**src/rtl/vga_sync_pulse_gen_pkg.sv**
```systemverilog
// Shared VGA timing constants and types for the pulse generator and sync-porch stage.
// Defaults describe 640x480 at a 800x525 total raster.
package vga_sync_pulse_gen_pkg;

  localparam int unsigned CNT_W = 10;

  localparam int unsigned H_ACTIVE      = 640;
  localparam int unsigned H_FRONT_PORCH = 18;
  localparam int unsigned H_BACK_PORCH  = 50;
  localparam int unsigned H_SYNC_PULSE  = 92;
  localparam int unsigned H_TOTAL       = H_ACTIVE + H_FRONT_PORCH + H_BACK_PORCH + H_SYNC_PULSE;

  localparam int unsigned V_ACTIVE      = 480;
  localparam int unsigned V_FRONT_PORCH = 10;
  localparam int unsigned V_BACK_PORCH  = 33;
  localparam int unsigned V_SYNC_PULSE  = 2;
  localparam int unsigned V_TOTAL       = V_ACTIVE + V_FRONT_PORCH + V_BACK_PORCH + V_SYNC_PULSE;

  typedef logic [CNT_W-1:0] cnt_t;

  typedef struct packed {
    logic h_sync;
    logic v_sync;
    logic frame_start;
  } sync_flags_t;

  // Last valid index of a modulo-total counter.
  function automatic cnt_t last_index(input int unsigned total);
    return CNT_W'(total - 1);
  endfunction

endpackage

```
**src/rtl/vga_sync_pulse_gen_if.sv**
```systemverilog
// Enable and timing outputs of the VGA sync pulse generator.
// master: the generator; slave: the downstream sync-porch stage / driver of enable.
interface vga_sync_pulse_gen_if;
  import vga_sync_pulse_gen_pkg::*;

  logic i_Enable;
  logic o_H_Sync;
  logic o_V_Sync;
  cnt_t o_Col_Count;
  cnt_t o_Row_Count;
  logic o_Frame_Start;

  modport master (
    input  i_Enable,
    output o_H_Sync, o_V_Sync, o_Col_Count, o_Row_Count, o_Frame_Start
  );

  modport slave (
    output i_Enable,
    input  o_H_Sync, o_V_Sync, o_Col_Count, o_Row_Count, o_Frame_Start
  );
endinterface

```
**src/rtl/vga_wrap_counter.sv**
```systemverilog
// Modulo-MODULO counter with enable; exposes its next value and a wrap flag so a
// parent can register derived outputs in lock-step with the count.
module vga_wrap_counter
  import vga_sync_pulse_gen_pkg::*;
#(
  parameter int unsigned MODULO = H_TOTAL
) (
  input  logic CLK,
  input  logic rst_n,
  input  logic en,
  output cnt_t count,
  output logic wrap_c,
  output cnt_t next_c
);

  always_comb begin
    wrap_c = en && (count == last_index(MODULO));
    next_c = count;
    if (wrap_c) begin
      next_c = '0;
    end else if (en) begin
      next_c = count + CNT_W'(1);
    end
  end

  always_ff @(posedge CLK or negedge rst_n) begin
    if (!rst_n) begin
      count <= '0;
    end else begin
      count <= next_c;
    end
  end

endmodule

```
**src/rtl/vga_sync_pulse_gen.sv**
```systemverilog
// Raster column/row counters with active-region flags and a frame-start strobe.
// Flags are registered from the counters' next values so they never skew against the counts.
module vga_sync_pulse_gen
  import vga_sync_pulse_gen_pkg::*;
#(
  parameter int unsigned TOTAL_COLS  = H_TOTAL,
  parameter int unsigned TOTAL_ROWS  = V_TOTAL,
  parameter int unsigned ACTIVE_COLS = H_ACTIVE,
  parameter int unsigned ACTIVE_ROWS = V_ACTIVE
) (
  input  logic                 CLK,
  input  logic                 i_Rst_L,
  vga_sync_pulse_gen_if.master bus
);

  cnt_t        col_q;
  cnt_t        row_q;
  cnt_t        col_next_c;
  cnt_t        row_next_c;
  logic        col_wrap_c;
  logic        row_wrap_c;
  sync_flags_t flags_q;
  sync_flags_t flags_next_c;

  vga_wrap_counter #(.MODULO(TOTAL_COLS)) u_col_cnt (
    .CLK    (CLK),
    .rst_n  (i_Rst_L),
    .en     (bus.i_Enable),
    .count  (col_q),
    .wrap_c (col_wrap_c),
    .next_c (col_next_c)
  );

  // Row advances only when the column wraps.
  vga_wrap_counter #(.MODULO(TOTAL_ROWS)) u_row_cnt (
    .CLK    (CLK),
    .rst_n  (i_Rst_L),
    .en     (col_wrap_c),
    .count  (row_q),
    .wrap_c (row_wrap_c),
    .next_c (row_next_c)
  );

  always_comb begin
    flags_next_c             = '0;
    flags_next_c.h_sync      = (col_next_c < CNT_W'(ACTIVE_COLS));
    flags_next_c.v_sync      = (row_next_c < CNT_W'(ACTIVE_ROWS));
    flags_next_c.frame_start = row_wrap_c;
  end

  always_ff @(posedge CLK or negedge i_Rst_L) begin
    if (!i_Rst_L) begin
      flags_q <= '{h_sync: 1'b1, v_sync: 1'b1, frame_start: 1'b0};
    end else begin
      flags_q <= flags_next_c;
    end
  end

  assign bus.o_Col_Count   = col_q;
  assign bus.o_Row_Count   = row_q;
  assign bus.o_H_Sync      = flags_q.h_sync;
  assign bus.o_V_Sync      = flags_q.v_sync;
  assign bus.o_Frame_Start = flags_q.frame_start;

endmodule
```
**src/flat_wrapper.sv**
```systemverilog
// flat-port wrapper written by rule: the top's interface ports become plain ports
module vga_sync_pulse_gen_flat import vga_sync_pulse_gen_pkg::*;
#(
  parameter int unsigned TOTAL_COLS  = H_TOTAL,
  parameter int unsigned TOTAL_ROWS  = V_TOTAL,
  parameter int unsigned ACTIVE_COLS = H_ACTIVE,
  parameter int unsigned ACTIVE_ROWS = V_ACTIVE
)
  (CLK, i_Rst_L, bus_i_Enable, bus_o_H_Sync, bus_o_V_Sync, bus_o_Col_Count, bus_o_Row_Count, bus_o_Frame_Start);
  vga_sync_pulse_gen_if bus_i ();
  input  logic CLK;
  input  logic i_Rst_L;
  input wire logic [$bits(bus_i.i_Enable)-1:0] bus_i_Enable;
  output wire logic [$bits(bus_i.o_H_Sync)-1:0] bus_o_H_Sync;
  output wire logic [$bits(bus_i.o_V_Sync)-1:0] bus_o_V_Sync;
  output wire logic [$bits(bus_i.o_Col_Count)-1:0] bus_o_Col_Count;
  output wire logic [$bits(bus_i.o_Row_Count)-1:0] bus_o_Row_Count;
  output wire logic [$bits(bus_i.o_Frame_Start)-1:0] bus_o_Frame_Start;
  assign bus_i.i_Enable = bus_i_Enable;
  assign bus_o_H_Sync = bus_i.o_H_Sync;
  assign bus_o_V_Sync = bus_i.o_V_Sync;
  assign bus_o_Col_Count = bus_i.o_Col_Count;
  assign bus_o_Row_Count = bus_i.o_Row_Count;
  assign bus_o_Frame_Start = bus_i.o_Frame_Start;
  vga_sync_pulse_gen #(.TOTAL_COLS(TOTAL_COLS), .TOTAL_ROWS(TOTAL_ROWS), .ACTIVE_COLS(ACTIVE_COLS), .ACTIVE_ROWS(ACTIVE_ROWS)) u_core (.CLK(CLK), .i_Rst_L(i_Rst_L), .bus(bus_i));
endmodule
```
**config.mk**
```make
export PLATFORM = sky130hd
export DESIGN_NAME = vga_sync_pulse_gen_flat
export DESIGN_NICKNAME = d
export VERILOG_FILES = /design/src/rtl/vga_sync_pulse_gen_pkg.sv /design/src/rtl/vga_sync_pulse_gen_if.sv /design/src/rtl/vga_wrap_counter.sv /design/src/rtl/vga_sync_pulse_gen.sv /design/src/flat_wrapper.sv
export SDC_FILE = /design/constraint.sdc
export NUM_CORES = 1
export LEC_CHECK = 0
export BUFFER_PORTS_ARGS = -buffer_cell sky130_fd_sc_hd__buf_2
export CAP_MARGIN = 20
export CORE_AREA = 2 2 41 72
export DETAILED_ROUTE_END_ITERATION = 7
export DIE_AREA = 0 0 43 74
export PLACE_DENSITY = 0.73
export SKIP_LAST_GASP = 1
export SLEW_MARGIN = 20
export SYNTH_ARGS = -nofsm -noshare
export SYNTH_HDL_FRONTEND = slang
export SYNTH_HIERARCHICAL = 1
export SYNTH_SLANG_ARGS = --single-unit
```
**constraint.sdc**
```tcl
create_clock -name CLK -period 2.15 [get_ports CLK]
set_clock_uncertainty 0.2 [all_clocks]
set_input_delay 0.43 -clock CLK [delete_from_list [all_inputs] [get_ports CLK]]
set_output_delay 0.43 -clock CLK [all_outputs]
set_load 0.02 [all_outputs]
```
==> metrics.md <==
| Metric | Value |
|---|---|
| Status | complete, no violations |
| Max VDD drop | roughly 0.71 mV |
| Unrepaired setup endpoints after global routing | true |
| # diodes | 0 |
| Slowest CP cell | or4_4 |
| R2R depth | 6 |
| Vias in the first global route | between 900 and 1k |
| DIE HEIGHT | about 74 µm |
| Worst path arrival time | between 2000 and 2500 ps |
| Vias | between 900 and 1k |
| Slew margin rel. | roughly two thirds |
| Max incr delay on CP | 470 ps |
| Worst hold stages | 1 |
| Slew Limit Fails | 0 |
| Cell accounting for the most synthesized area | dfrtp_1 |
| Layout cells sized above 1 | 48.28% |
| Setup_tns | 0 ps |
| Antenna viol nets, final | 0 |
| Worst-path clk slew | approximately 80 ps |
| DRT Wirelength | about 2.4 mm |
| Boundary Pins | 26 |
| Flops & latches, synth | 23 |
| Die footprint | between 3000 and 4000 µm² |
| P_sw | ~0.00044 W |
| CTS root buffer | clkbuf_8 |
| Power share of the clock group | 20.8% |
| Htree depth | 1 |
| DP HPWL | between 1.5 and 2 mm |
| Least-Margin Pin Slew | 492.3 ps |
| Clock sink count | 23 |
| CTS tree | done |
| TritonRoute pass-1 iters | 4 |
| Max clock buf depth | 2 |
| Placer Congestion | 0.7908 |
| Syn Area/Cell | approximately 11 µm² |
| Critical path cell sequence | nor3b_2 -> and4_4 -> nand4_1 -> or4_4 -> a21oi_4 -> a41oi_2 |
| Port Buf Inserts | 25 |
| GRT overflow | 0 |
| Mux share of post-synthesis cell area | roughly 1.8% |
| First-pass GRT wire length | 4.002 mm |
| Die Width | 43 µm |
| Worst setup SP type | flop |
| Tcrit/Tclk final | 95.15% |
| Sequential fraction of the synthesis area | 51.28% |
| Area share of the largest cell type after synthesis | a little under half |
| Worst skew pair latency | between 200 and 300 ps |
| Core box area | about 2600 µm² |
| Max-Cap Viols | 0 |
| Hold/Removal Path Class | reg -> reg |
| Mapped Cells | 101 |
| Post-route insts no fill | approximately 170 |
| Synth area leaders | dfrtp_1, xor2_1, dfstp_2 |
| Nets | about 150 |
| Vias per cell | about 5.3 |
| Min Tclk post-route | about 2000 ps |
| Post-Syn Area | ~1100 µm² |
| First DRT Iteration DRCs | 8 |
| Placed insts | 166 |
| Cts bufs inserted | 3 |
| Power Dens Cells | between 800 and 900 nW/µm² |
| Area share of xor/xnor cells in the synthesized design | a little over a tenth |
| Peak Freq | roughly 0.49 GHz |
| Critical path class | reg -> reg |
| Cell-internal power | 0.0008325 W |
| CP Max Fanout | 4 |
| DRC | 0 |
| CP Capture Type | flop |
| CP required | around 2100 ps |
| Tot GR Track Use | between 10% and 20% |
| Row cnt | 25 |
| Largest family of logic cells by synthesized area | simple AND/OR/NAND/NOR gates |
| Setup-failing EPs final | 0 |
| Area grow syn2layout | 33.30% |
| Yosys warns | 6 |
| Gate power share | between 30% and 40% |
| Flop pwr share | approximately 43% |
| Largest net degree at the start of global routing | 24 |
| Initial Util | a little over two fifths |
| Number of distinct library cells after synthesis | 32 |
| Post-Syn Nets | around 110 |
| Synth Area in Simple Gates | between 20 and 25% |
| Routed length per placed instance | ~14 µm |
| Synth Area in Adders | under 10% |
| Final Hold Fails | 0 |
| Sw Ratio | between 30% and 40% |
| Initial antenna violation count | 0 |
| Synth Area in Compound Gates | about 7.5% |
| Leak | between 0.7 and 0.8 nW |
-- worst max-delay path, delay by kind of cell (launching register included) --
family             cells  cell delay, ps
and+or+nand+nor        4            1140
AOI/OAI and AO/OA      2             220
DFF                    1             410
-- Yosys cell counts --
library cell and count:
a211o_1 1, a21oi_1 2, a21oi_2 2, a41oi_2 1
and3_1 2, and4_1 1, and4_2 1, and4b_1 1
buf_2 3, buf_4 1, dfrtp_1 21, dfstp_2 2
ha_1 3, inv_1 2, mux2i_1 2, nand2_1 7
nand3_1 1, nand4_1 8, nand4_2 2, nor2_1 11
nor2b_1 1, nor3_1 1, nor3b_1 1, nor4_1 1
nor4bb_1 1, o211ai_1 1, o21ai_0 2, o31ai_1 2
or3_2 1, or4_4 2, xnor2_1 6, xor2_1 8
-- metal layers --
| layer | routed length [µm] | part of all wire [%] | vias to the layer above | global-route usage, % |
|---|---|---|---|---|
| met1 | 915 | 38 | 446 | 18.87 |
| met4 | 23 | 0.96 | 0 | 6.061 |
| met5 | 0 | 0 | - | 0 |
| met2 | 1384 | 58 | 11 | 30.64 |
| li1 | - | - | 445 | - |
| met3 | 62 | 2.6 | 2 | 2.184 |
-- worst paths after layout --
check                                          start                        end  slack [ps]
max                        u_core/u_col_cnt/count[5]        u_core/bus.o_V_Sync         100
min                        u_core/u_col_cnt/count[4]  u_core/u_col_cnt/count[4]         310
max reg2reg                u_core/u_col_cnt/count[5]        u_core/bus.o_V_Sync         100
min reg2reg                u_core/u_col_cnt/count[4]  u_core/u_col_cnt/count[4]         310
max in group asynchronous                    i_Rst_L  u_core/u_col_cnt/count[0]         930
min in group asynchronous                    i_Rst_L  u_core/u_col_cnt/count[8]         460
-- placed cells by master, fill, tap and decap left out, types with 5 or more instances in the layout --
| master | Yosys | routed |
|---|---|---|
| buf_2 | 3 | 25 |
| xor2_1 | 8 | 8 |
| dfrtp_2 | 0 | 7 |
| nand4_1 | 8 | 8 |
| nor2_1 | 11 | 11 |
| nand2_1 | 7 | 7 |
| xnor2_1 | 6 | 5 |
| dfrtp_1 | 21 | 14 |
| buf_4 | 1 | 17 |
-- power groups by stage --
| stage | Combinational, W | Clock, W | Sequential, W |
|---|---|---|---|
| after CTS | 0.000464 | 0.000269 | 0.000549 |
| after detailed placement | 0.000460 | 0 | 0.000557 |
| after global placement | 0.000451 | 0 | 0.000553 |
| final | 0.000458 | 0.000265 | 0.000550 |
| after global routing | 0.000505 | 0.000287 | 0.000561 |
| after floorplan | 0.000121 | 0 | 0.000683 |
-- through the flow --
| stage | power (W) | setup slack, ps | hold slack, ps | area (µm²) | utilization, % |
|---|---|---|---|---|---|
| after floorplan | 0.0008040 | -36.92 | -65.59 | 1157 | - |
| after global placement | 0.001004 | -33.09 | 225.0 | 1401 | 53.33 |
| after detailed placement | 0.001017 | -17.36 | 224.3 | 1401 | 53.33 |
| after CTS | 0.001283 | 2.143 | 318.9 | 1458 | 55.48 |
| after global routing | 0.001353 | -10.07 | 334.6 | 1503 | 57.19 |
| final | 0.001273 | 104.2 | 312.0 | 1503 | 57.19 |
-- final cells by class --
| class | instances | area [µm²] |
|---|---|---|
| Sequential cell | 23 | 586.8 |
| Tap cell | 27 | 33.78 |
| Inverter | 2 | 7.507 |
| Clock inverter | 1 | 5.005 |
| Fill cell | 265 | 1125 |
| Clock buffer | 3 | 41.29 |
| Timing Repair Buffer | 44 | 274.0 |
| Multi-Input combinational cell | 72 | 554.3 |
-- logic make-up (layout without fill, tap and decap cells) --
kind of cell / after synthesis / count (layout)
flops: 23 / 23
mux: 2 / 2
compound gates: 11 / 11
buf+inv: 6 / 50
xor+xnor: 14 / 14
fa+ha+maj: 3 / 3
simple gates: 42 / 42
-- sequential cells by signal (all words and copies together) (netlist names) --
signal                    flops
u_core/bus.o_H_Sync           1
u_core/u_row_cnt/count       10
u_core/u_col_cnt/count       10
u_core/bus.o_Frame_Start      1
u_core/bus.o_V_Sync           1
-- timing repair --
| action | 4_1_cts | 5_1_grt |
|---|---|---|
| setup endpoints to repair | 0 | 8 |
| hold buffers | 1 | 0 |
| buffers inserted | 0 | 1 |
| resized for setup | 0 | 8 |
| hold endpoints to repair | 21 | 0 |
Note: power is estimated with default switching activity, not from simulation.
